==> config.mk <==
export PLATFORM = sky130hd
export DESIGN_NAME = mac_accum_pipe
export DESIGN_NICKNAME = d
export VERILOG_FILES = /design/src/rtl/mac_accum_pipe.sv
export SDC_FILE = /design/constraint.sdc
export NUM_CORES = 1
export LEC_CHECK = 0
export BUFFER_PORTS_ARGS = -buffer_cell sky130_fd_sc_hd__buf_2
export CAP_MARGIN = 5
export CORE_MARGIN = 3
export CORE_UTILIZATION = 55
export DETAILED_ROUTE_END_ITERATION = 10
export PLACE_DENSITY = 0.77
export SYNTH_ARGS = -nofsm -noshare
export SYNTH_HDL_FRONTEND = slang
export SYNTH_SLANG_ARGS = --single-unit
export TNS_END_PERCENT = 10
==> constraint.sdc <==
create_clock -name clk -period 6.8 [get_ports clk]
set_clock_uncertainty 0.1 [all_clocks]
set_input_delay 0.68 -clock clk [delete_from_list [all_inputs] [get_ports clk]]
set_output_delay 0.68 -clock clk [all_outputs]
set_load 0.01 [all_outputs]
==> src/rtl/mac_accum_pipe.sv <==
// Pipelined multiply-accumulate with valid/first/last framing, selectable signedness,
// multiplier depth and wrap/saturate overflow handling.
module mac_accum_pipe #(
  parameter int unsigned A_WIDTH     = 8,
  parameter int unsigned B_WIDTH     = 8,
  parameter int unsigned ACC_WIDTH   = 20,
  parameter bit          SIGNED      = 1'b0,
  parameter bit          SATURATE    = 1'b0,
  parameter int unsigned MULT_STAGES = 1
) (
  input  logic                 clk,
  input  logic                 reset,
  input  logic                 in_valid,
  input  logic                 in_first,
  input  logic                 in_last,
  input  logic [A_WIDTH-1:0]   a,
  input  logic [B_WIDTH-1:0]   b,
  output logic [ACC_WIDTH-1:0] acc,
  output logic                 acc_valid,
  output logic                 overflow
);

  localparam int unsigned P_W    = A_WIDTH + B_WIDTH;
  localparam int unsigned MSB    = ACC_WIDTH - 1;
  localparam int unsigned LAST   = MULT_STAGES - 1;
  localparam int          STAGES = int'(MULT_STAGES);
  localparam logic [ACC_WIDTH-1:0] SMAX = {1'b0, {(ACC_WIDTH-1){1'b1}}};
  localparam logic [ACC_WIDTH-1:0] SMIN = {1'b1, {(ACC_WIDTH-1){1'b0}}};

  if (ACC_WIDTH < P_W) begin : g_bad_acc_width
    $error("mac_accum_pipe: ACC_WIDTH must be >= A_WIDTH+B_WIDTH");
  end
  if (MULT_STAGES < 1 || MULT_STAGES > 3) begin : g_bad_stages
    $error("mac_accum_pipe: MULT_STAGES must be in 1..3");
  end

  logic                 in_v_q, in_f_q, in_l_q;
  logic [A_WIDTH-1:0]   a_q;
  logic [B_WIDTH-1:0]   b_q;
  logic [P_W-1:0]       prod_u;
  logic signed [P_W-1:0] prod_s;
  logic [ACC_WIDTH-1:0] prod_ext;
  logic [ACC_WIDTH-1:0] p_q [MULT_STAGES];
  logic [MULT_STAGES-1:0] v_q, f_q, l_q;
  logic [ACC_WIDTH:0]   sum;
  logic [ACC_WIDTH-1:0] tail_p;
  logic [ACC_WIDTH-1:0] acc_next;
  logic                 ovf_hit;
  logic                 ovf_next;

  // Full-precision product of the registered operands, extended to accumulator width.
  always_comb begin
    prod_u = P_W'(a_q) * P_W'(b_q);
    prod_s = P_W'($signed(a_q)) * P_W'($signed(b_q));
    if (SIGNED) prod_ext = ACC_WIDTH'(prod_s);
    else        prod_ext = ACC_WIDTH'(prod_u);
  end

  // Operand and product data registers carry no reset; the tags qualify them.
  always_ff @(posedge clk) begin
    a_q    <= a;
    b_q    <= b;
    p_q[0] <= prod_ext;
    for (int i = 1; i < STAGES; i++) p_q[i] <= p_q[i-1];
  end

  // Accumulate or load; overflow judged on the one-bit-wider sum.
  always_comb begin
    tail_p   = p_q[LAST];
    sum      = {1'b0, acc} + {1'b0, tail_p};
    acc_next = sum[ACC_WIDTH-1:0];
    ovf_hit  = 1'b0;
    ovf_next = overflow;
    if (f_q[LAST]) begin
      acc_next = tail_p;
      ovf_next = 1'b0;
    end else begin
      if (SIGNED) ovf_hit = (acc[MSB] == tail_p[MSB]) && (sum[MSB] != acc[MSB]);
      else        ovf_hit = sum[ACC_WIDTH];
      ovf_next = overflow | ovf_hit;
      if (ovf_hit && SATURATE) begin
        if (!SIGNED)      acc_next = '1;
        else if (acc[MSB]) acc_next = SMIN;
        else              acc_next = SMAX;
      end
    end
  end

  // Tag pipeline and accumulator state.
  always_ff @(posedge clk) begin
    if (reset) begin
      in_v_q    <= 1'b0;
      in_f_q    <= 1'b0;
      in_l_q    <= 1'b0;
      v_q       <= '0;
      f_q       <= '0;
      l_q       <= '0;
      acc       <= '0;
      acc_valid <= 1'b0;
      overflow  <= 1'b0;
    end else begin
      in_v_q <= in_valid;
      in_f_q <= in_valid & in_first;
      in_l_q <= in_valid & in_last;
      v_q[0] <= in_v_q;
      f_q[0] <= in_f_q;
      l_q[0] <= in_l_q;
      for (int i = 1; i < STAGES; i++) begin
        v_q[i] <= v_q[i-1];
        f_q[i] <= f_q[i-1];
        l_q[i] <= l_q[i-1];
      end
      acc_valid <= 1'b0;
      if (v_q[LAST]) begin
        acc       <= acc_next;
        overflow  <= ovf_next;
        acc_valid <= l_q[LAST];
      end
    end
  end

endmodule
# Word level (Yosys, flattened, before mapping)

Memory sizes are Yosys's and may differ from the RTL's.
Index checks and enable logic that the tools add are counted.

Flip-flop bits (word level): 44
RAM bits: 16
Bits of input ports: 21
Output and inout port bits: 22
Logic and storage cells: 22
Memories: 1

Memories:

| memory | depth | width | read ports | clocked after Yosys merged registers in | write ports | RTL line | text |
|---|---|---|---|---|---|---|---|
| p_q    | 1     | 16    | 1          | 0                                       | 1           | 43       | `logic [ACC_WIDTH-1:0] p_q [MULT_STAGES];` |

Add/sub/neg operators: 1
Multipliers: 1
Mux-type cells: 3
Bitwise operators: 4
Reduce and logical (&&, ||, !) cells: 1

Operator list:

| operator                                     | number |
|---|---|
| 20-bit by 20-bit adder with 21-bit output    | 1 |
| 20-bit two-way mux                           | 1 |
| 8-bit by 8-bit multiplier with 16-bit output | 1 |
| 1-bit AND                                    | 2 |
| 1-bit two-way mux                            | 2 |
| 2-bit OR reduction                           | 1 |
| 1-bit inverter                               | 1 |
| 1-bit bitwise OR                             | 1 |

# Longest topological paths before layout

Gate-level depths: netlist (run 1).
An unclocked memory read counts as a cell.

Depth after elaboration: 5
Gate-level depth with buffers: 16
Depth with buffers taken out: 16

# Worst setup path after synthesis (run 1)

Ideal clock, no wire load.

Path kind: reg2reg
Start: register a_q[1]
End: memory p_q[0][12] (netlist bit)
Setup time: 123 ps
Data arrival time: 3871 ps
Required time: 6577 ps
Slack: 2706 ps
Stages on the path, launching flop included: 15
Buffers on the path: 0
Clock period less this slack: 4094 ps
Path through: dfxtp_1 -> and2_1 -> fa_1 -> fa_1 -> inv_1 -> fa_1 -> fa_1 -> inv_1 -> ha_1 -> o21a_1 -> a2111oi_0 -> o21bai_1 -> a21oi_1 -> o21ai_1 -> xor2_1

Cells in the longest elaborated chain, start to end: 1

Ends and longest elaborated chain:

| element                                      | RTL line | text |
|---|---|---|
| start: declaration                           | 38       | `logic [A_WIDTH-1:0] a_q;` |
| start signal: assignment                     | 61       | `a_q <= a;` |
| 8-bit by 8-bit multiplier with 16-bit output | 53       | `prod_u = P_W'(a_q) * P_W'(b_q);` |
| named net prod_u[12]                         | 40       | `logic [P_W-1:0] prod_u;` |
| end: declaration                             | 43       |  |

The timed path passes the listed nets, and every way through them passes these cells.

# Worst setup path after layout (run 1)

Same ends and word-level chain as after synthesis.

==> metrics.md, run 1 <==
| Metric | Value |
|---|---|
| Largest net degree at the start of global routing | 26 |
| TritonCTS Buffers | 9 |
| Num ports | 43 |
| Top post-synthesis cells by count | dfxtp_1 (60), inv_1 (57), and2_1 (53) |
| CP Class | reg2reg |
| Layout Area Growth over Synthesis | 10.4% |
| Post-synth ARST share | 0% |
| Area of the mapped netlist | 4620 um^2 |
| Starting Density | 58.2% |
| Min-delay worst type | reg2reg |
| Cell taking the most area after synthesis | dfxtp_1 |
| Worst setup path start | a_q[1] |
| Synth area leaders | dfxtp_1 (26%), fa_1 (16%), ha_1 (14%) |
| Final GP Congestion | 0.940 |
| Setup ws final | 2330 ps |
| RSZ-0062 raised after global routing | false |
| Grt met2 use | 34.8% |
| CTS tree | done |
| CP startpoint kind | flop |
| Setup WS pre-CTS | 2390 ps |
| Die Width | 97.6 um |
| Slew Limit Headroom | 38.6% |
| Layout Nets | 653 |
| EDFF count, synth | 0 |
| Cells after Synth | 499 |
| Clk slew on worst S/H paths | 80 ps |
| Maxcap violations | 0 |
| DRC viols | 0 |
| Most used DFF post-synth | dfxtp_1 |
| Peak VDD IR | 0.000143 V |
| CTS Hold Bufs | 0 |
| Vias/cell | 5.48 |
| Syn Nets | 609 |
| Post-synth top area share | 26.0% |
| First drt pass iteration count | 4 |
| Clock Tree Root | clkbuf_8 |
| Syn Area/Cell | 9.25 um^2 |
| Met1 global-route usage | 24.9% |
| IO buf count | 42 |
| Sequential area share after synthesis | 26.0% |
| Worst Path Required | 6930 ps |
| Longest Clk Path Bufs | 2 |
| PostCTS Resize Cnt | 0 |
| CP peak stage delay | 550 ps |
| CP cell instances | and2_1, fa_1, fa_1, inv_1, fa_1, fa_1, inv_1, ha_1, o21a_1, a2111oi_0, o21bai_1, a21oi_1, o21ai_1, xor2_1 |
| Flops & latches, synth | 60 |
| ANT cells | 0 |
| Highest clock rate | 224 MHz |
| Row cnt | 32 |
| Final wirelength | 9140 um |
| HP Start | in_l_q |
| Status | completed |
| Die Area | 9530 um^2 |
| Setup TNS Final | 0 ps |
| Hpwl dp | 7310 um |
| DRT antenna net count | 0 |
| Buf+Inv Stages, Crit Path | 2 |
| Share of cells above drive strength 1 | 12.0% |
| Total setup buffers inserted after CTS | 0 |
| Synth unique cells | 55 |
| Critical path's most frequent cell | fa_1 |
| Cell class contributing the biggest share of worst-path delay | adder cells |
| Count leader, synth | dfxtp_1 |
| H-tree depth reported by CTS | 3 |
| Worst r2r src | a_q[1] |
| Min cycle time layout | 4470 ps |
| Core area | 7930 um^2 |
| CP arrival | 4590 ps |
| Worst Max-Slew Pin Slew | 920 ps |
| DR iter-0 viols | 164 |
| Vias in the first global route | 3567 |
| Leakage power | 2.44 nW |
| Final Hold Vio Count | 0 |
| Power Density | 293 nW/um^2 |
| Total clock sinks | 60 |
| Die Y | 97.6 um |
| Worst-Skew Late Latency | 340 ps |
| First-pass GRT wire length | 15900 um |
| Grt ovf | 0 |
| Vias | 3565 |
| Grt met3 use | 4.88% |
| Endpoints failing setup | 0 |
| Fin crit share | 65.7% |
| WL/cell | 14.1 um |
| Crit path capture type | flop |
| Synth warnings | 0 |
| Crit-path slowest cell | fa_1 |
| Initial antenna violation count | 0 |
| # fillers | 676 |
| Busiest layer in global routing | met2 |
| Slew Limit Fails | 0 |
| Crit Path Max Fanout | 8 |
| Overall Global Routing Usage | 20.1% |
-- path summary, 6_finish.rpt --
path,endpoint,slack (ps),cells past startpoint
hold / removal,l_q,330,1
setup reg to reg,p_q[0][12],2330,14
setup / recovery,p_q[0][12],2330,14
hold reg to reg,l_q,330,1
-- metrics by stage --
step	area [um^2]	util (%)	power [mW]	hold WS, ps	cells
floorplan	4620	-	1.04	314	499
global placement	4920	62.0	1.16	317	634
detailed placement	4920	62.0	1.20	328	634
CTS	5090	64.3	1.50	320	650
global route	5090	64.3	1.62	321	650
finish	5090	64.3	1.50	331	650
-- logic make-up (layout without fill, tap and decap cells) --
logic type | count (synthesis) | after routing | share of synthesized area (%)
AND/OR/NAND/NOR | 150 | 150 | 17.1
AO/OA/AOI/OAI | 106 | 106 | 16.0
adder cells (fa/ha/maj) | 89 | 89 | 30.1
buffers and inverters | 67 | 116 | 5.50
flip-flops | 60 | 60 | 26.0
XOR/XNOR | 22 | 22 | 4.17
multiplexers | 5 | 5 | 1.08
-- layout make-up --
| type | instances | area [um^2] | area share [%] |
|---|---|---|---|
| tap | 102 | 128 | 2.50 |
| sequential | 60 | 1200 | 23.6 |
| inverter | 58 | 218 | 4.27 |
| multi-input combinational | 372 | 3160 | 62.0 |
| clock buffer | 11 | 141 | 2.78 |
| clock inverter | 5 | 36.3 | 0.712 |
| timing repair buffer | 42 | 210 | 4.13 |
-- where the power goes --
part	total, mW	internal (mW)	switching, mW
Clock	0.292	0.143	0.150
Combinational	0.747	0.326	0.421
Sequential	0.456	0.410	0.0454
Total	1.50	0.879	0.616
-- worst register-to-register path: cells and delay by family, from the launching register on --
| kind | cells | cell delay (ps) |
|---|---|---|
| compound gates | 5 | 1120 |
| fa+ha+maj | 5 | 2340 |
| simple gates | 1 | 200 |
| xor+xnor | 1 | 140 |
| buf+inv | 2 | 90 |
| flops | 1 | 360 |
-- layer usage --
layer / wire [um] / share of wire [%] / vias up
li1: - / - / 1793
met1: 4170 / 46 / 1675
met2: 4410 / 48 / 83
met3: 414 / 4.5 / 14
met4: 143 / 1.6 / 0
met5: 0 / 0 / -
-- placed cells by master (no fill, tap or decap), types with 5 or more instances in the layout --
cell type | Yosys | final
a211oi_1 | 12 | 12
xor2_1 | 6 | 6
xnor2_1 | 16 | 16
and2_1 | 53 | 53
inv_1 | 57 | 57
a21oi_1 | 22 | 22
nor2_1 | 26 | 26
mux2i_1 | 5 | 5
buf_2 | 2 | 42
nor3_1 | 8 | 8
o21ai_0 | 15 | 15
dfxtp_1 | 60 | 60
nand3_1 | 7 | 7
nor2b_1 | 7 | 7
clkbuf_8 | 0 | 10
ha_1 | 52 | 52
fa_1 | 37 | 37
nand2_1 | 33 | 33
a21o_1 | 7 | 7
o22ai_1 | 7 | 7
-- sequential cells by signal, summed over array words and instances, names as in the netlist, 8 cells and up --
register / cells
acc: 20
p_q: 16
a_q: 8
b_q: 8
Power figures use the tool's default switching activity.
==> inputs of run 2 (changes only) <==
Settings changed: ABC_AREA set to 1, PLACE_DENSITY 0.77 to 0.79.
Clock period 6.8 ns to 3.7 ns, I/O delays scaled along.
==> run 2 against run 1 <==
Against the previous run: the flow now finishes with violations (negative setup slack); global-route usage grew 3.6 points; area after synthesis increased by 9.8%; cell area grew 19%; register-to-register slack got worse by 2500 ps; count of clock-buffer cells in the layout fell by 2; sequential power grew 83%; final cell count grew 40%; critical path depth unchanged; via count up 29%; routed wire length increased by 31%; critical endpoint unchanged; largest cell class unchanged; highest routed layer unchanged.
==> metrics.md, run 2 <==
| Metric | Value |
|---|---|
| Grt ovf | 0 (unchanged) |
| First drt pass iteration count | 4 (unchanged) |
| DRT antenna net count | 0 (unchanged) |
| Biggest regs | acc x20, p_q x16 |
| Share of cells above drive strength 1 | 21.8% (+9.7 points) |
| Most common cell after layout, fill and taps aside | nand2_1 |
| TritonCTS Buffers | 9 (unchanged) |
| DRC viols | 0 (unchanged) |
| Power Density | 554 nW/um^2 (+89%) |
| P_sw | 1.45 mW (+140%) |
| Layout Area Growth over Synthesis | 19.1% |
| Num ports | 43 (unchanged) |
| Syn Area/Cell | 6.95 um^2 (-25%) |
| Worst R2R Setup Slack | -150 ps (-2490 ps) |
| Vias/cell | 5.03 (-8.3%) |
| Vias | 4587 (+29%) |
| Status | finished, violations left |
| Layout Nets | 909 (+39%) |
| Post-synth top area share | 23.7% (-2.3 points) |
| Cell taking the most area after synthesis | dfxtp_1 |
| Row cnt | 34 (+6.3%) |
| Reg with most FFs | acc |
| CP Class | reg2reg |
| Count leader, synth | nand2_1 |
| Crit-path slowest cell | fa_1 |
| EDFF count, synth | 0 (unchanged) |
| Slew Limit Headroom | 52.2% (+14 points) |
| Top post-synthesis cells by count | nand2_1 (206), inv_1 (170), dfxtp_1 (60) |
| Final GP Congestion | 0.982 (+4.4%) |
| Synth area leaders | dfxtp_1 (24%), nand2_1 (15%), fa_1 (15%) |
| Post-synth ARST share | 0% (unchanged) |
| Placed cell areas | 5660 um^2 (+15%) |
| DP Cell Count | 891 (+41%) |
| Most frequent cells in the layout | nand2_1 (197), inv_1 (162), nor2_1 (49), ha_1 (47), dfxtp_1 (47) |
| Die Area | 10400 um^2 (+9.2%) |
| Endpoints failing setup | 6 (+6) |
| CTS tree | done |
| Core area | 8850 um^2 (+12%) |
| Syn Nets | 839 (+38%) |
| DR iter-0 viols | 131 (-20%) |
| Min-delay worst type | in2reg |
| H-tree depth reported by CTS | 3 (unchanged) |
| Largest net degree at the start of global routing | 23 (-12%) |
| Total power draw | 3.35 mW (+120%) |
| Worst Max-Slew Pin Slew | 717 ps (-203 ps) |
| Setup TNS Final | -773 ps (-773 ps) |
| CTS Hold Bufs | 0 (unchanged) |
| Clk slew on worst S/H paths | 70 ps (about the same) |
| Max reg flops | 20 (unchanged) |
| Overall Global Routing Usage | 23.7% (+3.6 points) |
| Hpwl dp | 9210 um (+26%) |
| Final Hold Vio Count | 0 (unchanged) |
| Synth warnings | 0 (unchanged) |
| Initial antenna violation count | 0 (unchanged) |
| Final wirelength | 11900 um (+31%) |
| CP cell instances | nand2_1, inv_1, fa_1, inv_1, fa_1, fa_1, inv_1, fa_1, ha_4, a21oi_1, o21ai_2, a21oi_2, o21ai_2, xor2_1 |
| Maxcap violations | 0 (unchanged) |
| Peak VDD IR | 0.000350 V (+140%) |
| Failing checks | negative setup slack |
| Clock Tree Root | clkbuf_8 |
| Non-Filler Instances | 912 (+40%) |
| Crit path capture type | flop |
| Synth unique cells | 34 (-38%) |
| Worst Path Required | 3820 ps (-3110 ps) |
| First-pass GRT wire length | 19800 um (+24%) |
| Cells after Synth | 729 (+46%) |
| Fin crit share | 104% (+38 points) |
| Most used DFF post-synth | dfxtp_1 |
| Post-Layout Inst Area | 6040 um^2 (+19%) |
| Sequential area share after synthesis | 23.7% (-2.3 points) |
| Min cycle time layout | 3850 ps (-615 ps) |
| Slew Limit Fails | 0 (unchanged) |
| Vias in the first global route | 4724 (+32%) |
| Area of the mapped netlist | 5070 um^2 (+9.8%) |
| Worst-Skew Late Latency | 350 ps (about the same) |
| Leakage power | 3.50 nW (+44%) |
| Die Width | 102 um (+4.5%) |
| IO buf count | 42 (unchanged) |
| CP arrival | 3970 ps (-620 ps) |
| Total clock sinks | 60 (unchanged) |
| Reg power frac | 24.9% (-5.6 points) |
| Worst reg2reg path depth | 14 (unchanged) |
| CP startpoint kind | flop |
| Pint | 1.90 mW (+120%) |
| Crit Path Max Fanout | 7 (-1) |
| Longest Clk Path Bufs | 2 (unchanged) |
| Clk network pwr share | 18.0% (-1.6 points) |
| CP peak stage delay | 520 ps (-30 ps) |
| Flops & latches, synth | 60 (unchanged) |
| Starting Density | 57.3% (-0.94 points) |
| ANT cells | 0 (unchanged) |
| Comb pwr share | 57.0% (+7.1 points) |
| Hold Path Cell Cnt | 1 (unchanged) |
| RSZ-0062 raised after global routing | true |
| Setup ws final | -151 ps (-2490 ps) |
| Highest clock rate | 260 MHz (+16%) |
| Critical path's most frequent cell | fa_1 |
| WL/cell | 13.1 um (-7.0%) |
| Switching share of total power | 43.3% (+2.0 points) |
| Die Y | 102 um (+4.5%) |
-- run 2: stage by stage --
step	util [%]	worst slack, ps	hold slack (ps)
global route	68.2	-277	7.60
global placement	64.0	-42.5	291
detailed placement	64.0	-176	294
floorplan	-	-19.4	288
CTS	67.0	-91.3	12.0
finish	68.2	-151	26.8
-- run 2: routing by layer --
metal | vias up | share of wire [%] | GRT usage [%]
li1 | 2310 | - | -
met1 | 2147 | 40 | 26.0
met2 | 101 | 54 | 45.0
met3 | 29 | 3.3 | 4.23
met4 | 0 | 2.9 | 8.78
met5 | - | 0 | 0
-- run 2: what timing repair did --
action,CTS,global route
pin swaps,18,20
setup endpoints to repair,8,9
buffers inserted,3,2
resized for setup,27,26
cloned,0,0
-- run 2: logic make-up (layout without fill, tap and decap cells) --
group                    count (synthesis)  after routing  share of synthesized area, %
AND/OR/NAND/NOR                        305            305                          24.6
buffers and inverters                  201            276                          14.9
AO/OA/AOI/OAI                           62             62                          7.26
adder cells (fa/ha/maj)                 89             89                          27.4
flip-flops                              60             60                          23.7
XOR/XNOR                                12             12                          2.07
-- run 2: critical path, delay by kind of cell, from the launching register on --
family	cells	cell delay, ps
xor gates and xnor gates	1	150
and+or+nand+nor	1	90
AOI/OAI and AO/OA	4	650
DFF	1	370
adders and majority gates	5	2200
buffers and inverters	3	170
-- run 2: power groups by stage --
stage / sequential [mW] / clock [mW] / combinational (mW)
global placement: 0.843 / 0 / 1.62
CTS: 0.833 / 0.617 / 1.74
detailed placement: 0.848 / 0 / 1.70
global route: 0.845 / 0.649 / 2.13
floorplan: 0.819 / 0 / 1.26
finish: 0.835 / 0.604 / 1.91
-- run 2: final timing paths --
check,startpoint,endpoint
hold reg to reg,in_l_q,l_q
hold / removal,a[4],a_q[4]
setup reg to reg,b_q[3],p_q[0][12]
setup / recovery,b_q[3],p_q[0][12]
-- run 2: layout make-up --
type / count / area [um^2]
multi-input combinational: 468 / 3280
inverter: 179 / 672
sequential: 60 / 1240
fill: 712 / 2810
clock inverter: 7 / 75.1
timing repair buffer: 81 / 510
clock buffer: 9 / 124
tap: 108 / 135
==> inputs of run 3 (changes only) <==
Settings changed: SETUP_SLACK_MARGIN set to 0.1.
==> run 3 against run 2 <==
Against the previous run: the run still ends with negative setup slack left; sequential power increased by 0.6%; routed wire length decreased by 6.2%; sequential share of layout area increased by 0.60 points; register-to-register slack improved by 120 ps; fmax increased by 3.3%; count of clock-buffer cells in the layout increased by 4; final cell count decreased by 2.1%; hold slack got worse by 1.7 ps; cell area decreased by 2.9%; power decreased by 4.3%; critical endpoint is now p_q[0][13].
==> metrics.md, run 3 (synthesis gave the netlist of run 2 again) <==
| Metric | Value |
|---|---|
| Min-delay worst type | in2reg |
| Fin crit share | 101% (-3.3 points) |
| Overall Global Routing Usage | 22.8% (-0.90 points) |
| Pint | 1.84 mW (-3.1%) |
| DRT antenna net count | 0 (unchanged) |
| CP cell instances | nand2_2, inv_2, fa_1, fa_1, fa_1, inv_1, fa_1, inv_2, ha_4, buf_4, nand3_2, o21ai_4, nand3_1, nand2_1, xor2_1 |
| Worst Max-Slew Pin Slew | 726 ps (+8.68 ps) |
| Reg with most FFs | acc |
| Crit-path slowest cell | fa_1 |
| Longest Clk Path Bufs | 2 (unchanged) |
| Top layer in use | met4 |
| Reg power frac | 26.2% (+1.3 points) |
| Buf+Inv Stages, Crit Path | 4 (+1) |
| CP Class | reg2reg |
| Grt ovf | 0 (unchanged) |
| RSZ-0062 raised after global routing | true |
| Hpwl dp | 8860 um (-3.9%) |
| Die Width | 102 um (unchanged) |
| Critical path's most frequent cell | fa_1 |
| CP peak stage delay | 520 ps (about the same) |
| # fillers | 729 (+2.4%) |
| Biggest regs | acc x20, p_q x16 |
| Clock Tree Root | clkbuf_8 |
| CTS Hold Bufs | 0 (unchanged) |
| Vias/cell | 5.02 (-0.21%) |
| Crit Path Max Fanout | 6 (-1) |
| CTS tree | done |
| Total clock sinks | 60 (unchanged) |
| P_sw | 1.36 mW (-5.8%) |
| Power Density | 547 nW/um^2 (-1.4%) |
| Non-Filler Instances | 893 (-2.1%) |
| Worst Path Required | 3880 ps (+60 ps) |
| Reg area | 1240 um^2 (-0.10%) |
| Num ports | 43 (unchanged) |
| TritonCTS Buffers | 9 (unchanged) |
| ANT cells | 0 (unchanged) |
| Post-Layout Inst Area | 5860 um^2 (-2.9%) |
| Peak VDD IR | 0.000290 V (-17%) |
| Starting Density | 57.3% (unchanged) |
| Comb pwr share | 55.9% (-1.1 points) |
| Maxcap violations | 0 (unchanged) |
| CP arrival | 3910 ps (-60 ps) |
| Min cycle time layout | 3730 ps (-122 ps) |
| First-pass GRT wire length | 18800 um (-5.1%) |
| Placed cell areas | 5550 um^2 (-1.9%) |
| Layout Nets | 890 (-2.1%) |
| DRT met1 WL | 4670 um (-2.5%) |
| Endpoints failing setup | 1 (-5) |
| Layout Area Growth over Synthesis | 15.6% |
| Failing checks | negative setup slack |
| H-tree depth reported by CTS | 3 (unchanged) |
| Highest clock rate | 268 MHz (+3.3%) |
| Routed length on met3 | 497 um (+26%) |
| DRC viols | 0 (unchanged) |
| DR iter-0 viols | 164 (+25%) |
| Final Hold Vio Count | 0 (unchanged) |
| Largest net degree at the start of global routing | 23 (unchanged) |
| WL/cell | 12.5 um (-4.2%) |
| Vias in the first global route | 4460 (-5.6%) |
| Setup TNS Final | -28.9 ps (+744 ps) |
| Clk slew on worst S/H paths | 70 ps (about the same) |
| Die Area | 10400 um^2 (unchanged) |
| Switching share of total power | 42.6% (-0.70 points) |
| Most frequent cells in the layout | nand2_1 (199), inv_1 (165), nor2_1 (48), dfxtp_1 (48), ha_1 (46) |
| First drt pass iteration count | 5 (+1) |
| Met2 wire length | 5670 um (-11%) |
| Max reg flops | 20 (unchanged) |
| Final GP Congestion | 0.953 (-2.9%) |
| Status | finished, violations left |
| Row cnt | 34 (unchanged) |
| Die Y | 102 um (unchanged) |
| Final wirelength | 11200 um (-6.2%) |
| Initial antenna violation count | 0 (unchanged) |
| Cell class contributing the biggest share of worst-path delay | adder cells |
| Slew Limit Fails | 0 (unchanged) |
| Setup ws final | -28.9 ps (+122 ps) |
| Clk network pwr share | 17.9% (about the same) |
| Share of cells above drive strength 1 | 18.6% (-3.2 points) |
| Worst-Skew Late Latency | 340 ps (about the same) |
| Multi-input combinational cell area | 3270 um^2 (-0.50%) |
| IO buf count | 42 (unchanged) |
| Crit path capture type | flop |
| Core area | 8850 um^2 (unchanged) |
| Slew Limit Headroom | 51.6% (-0.58 points) |
| Vias | 4482 (-2.3%) |
| Hold Slack | 25.1 ps (-1.73 ps) |
| Leakage power | 3.40 nW (-2.9%) |
| DP Cell Count | 873 (-2.0%) |
| Most common cell after layout, fill and taps aside | nand2_1 |
| CP startpoint kind | flop |
-- run 3: per-layer routing --
layer,GRT usage [%],vias up
met5,0,-
met1,25.4,2045
met3,3.62,25
met4,10.3,0
met2,42.3,138
li1,-,2274
-- run 3: cell type report --
cell class              count  share of cell area [%]
repair buffers             62                    6.15
inverters                 179                    11.5
clock buffers              13                    2.88
well taps                 108                    2.31
flip-flops and latches     60                    21.1
multi-input cells         468                    55.8
clock inverters             3                   0.342
-- run 3: power groups by stage --
| stage | Sequential [mW] | Clock (mW) | Combinational [mW] |
|---|---|---|---|
| 5_1_grt | 0.849 | 0.612 | 2.02 |
| 4_1_cts | 0.837 | 0.590 | 1.69 |
| 3_3_place_gp | 0.849 | 0 | 1.56 |
| 3_5_place_dp | 0.853 | 0 | 1.62 |
| 6_report | 0.840 | 0.575 | 1.79 |
| 2_1_floorplan | 0.820 | 0 | 1.29 |
-- run 3: through the flow --
| stage | total power [mW] | setup slack [ps] | util [%] |
|---|---|---|---|
| after global placement | 2.41 | -8.20 | 62.8 |
| after CTS | 3.11 | 9.37 | 65.6 |
| after global routing | 3.48 | -169 | 66.2 |
| after floorplan | 2.11 | 90.1 | - |
| final | 3.20 | -28.9 | 66.2 |
| after detailed placement | 2.48 | -102 | 62.8 |
-- run 3: repair_timing --
item,4_1_cts,5_1_grt
resized for setup,23,13
endpoints found under the setup margin,8,8
pin swaps,8,6
setup buffers,2,2
-- run 3: worst register-to-register path, cell delays in order, from the launching register on --
cell and delay [ps]:
dfxtp_4 370, nand2_2 70, inv_2 40, fa_1 520, fa_1 510, fa_1 490, inv_1 50, fa_1 480
inv_2 50, ha_4 290, buf_4 120, nand3_2 90, o21ai_4 180, nand3_1 100, nand2_1 80, xor2_1 130
-- run 3: path summary, 6_finish.rpt --
| path | start | cells after the start | slack (ps) | endpoint |
|---|---|---|---|---|
| setup / recovery | b_q[7] | 15 | -30 | p_q[0][13] |
| hold / removal | b[6] | 1 | 30 | b_q[6] |
| setup reg to reg | b_q[7] | 15 | -30 | p_q[0][13] |
| hold reg to reg | in_f_q | 2 | 290 | f_q |
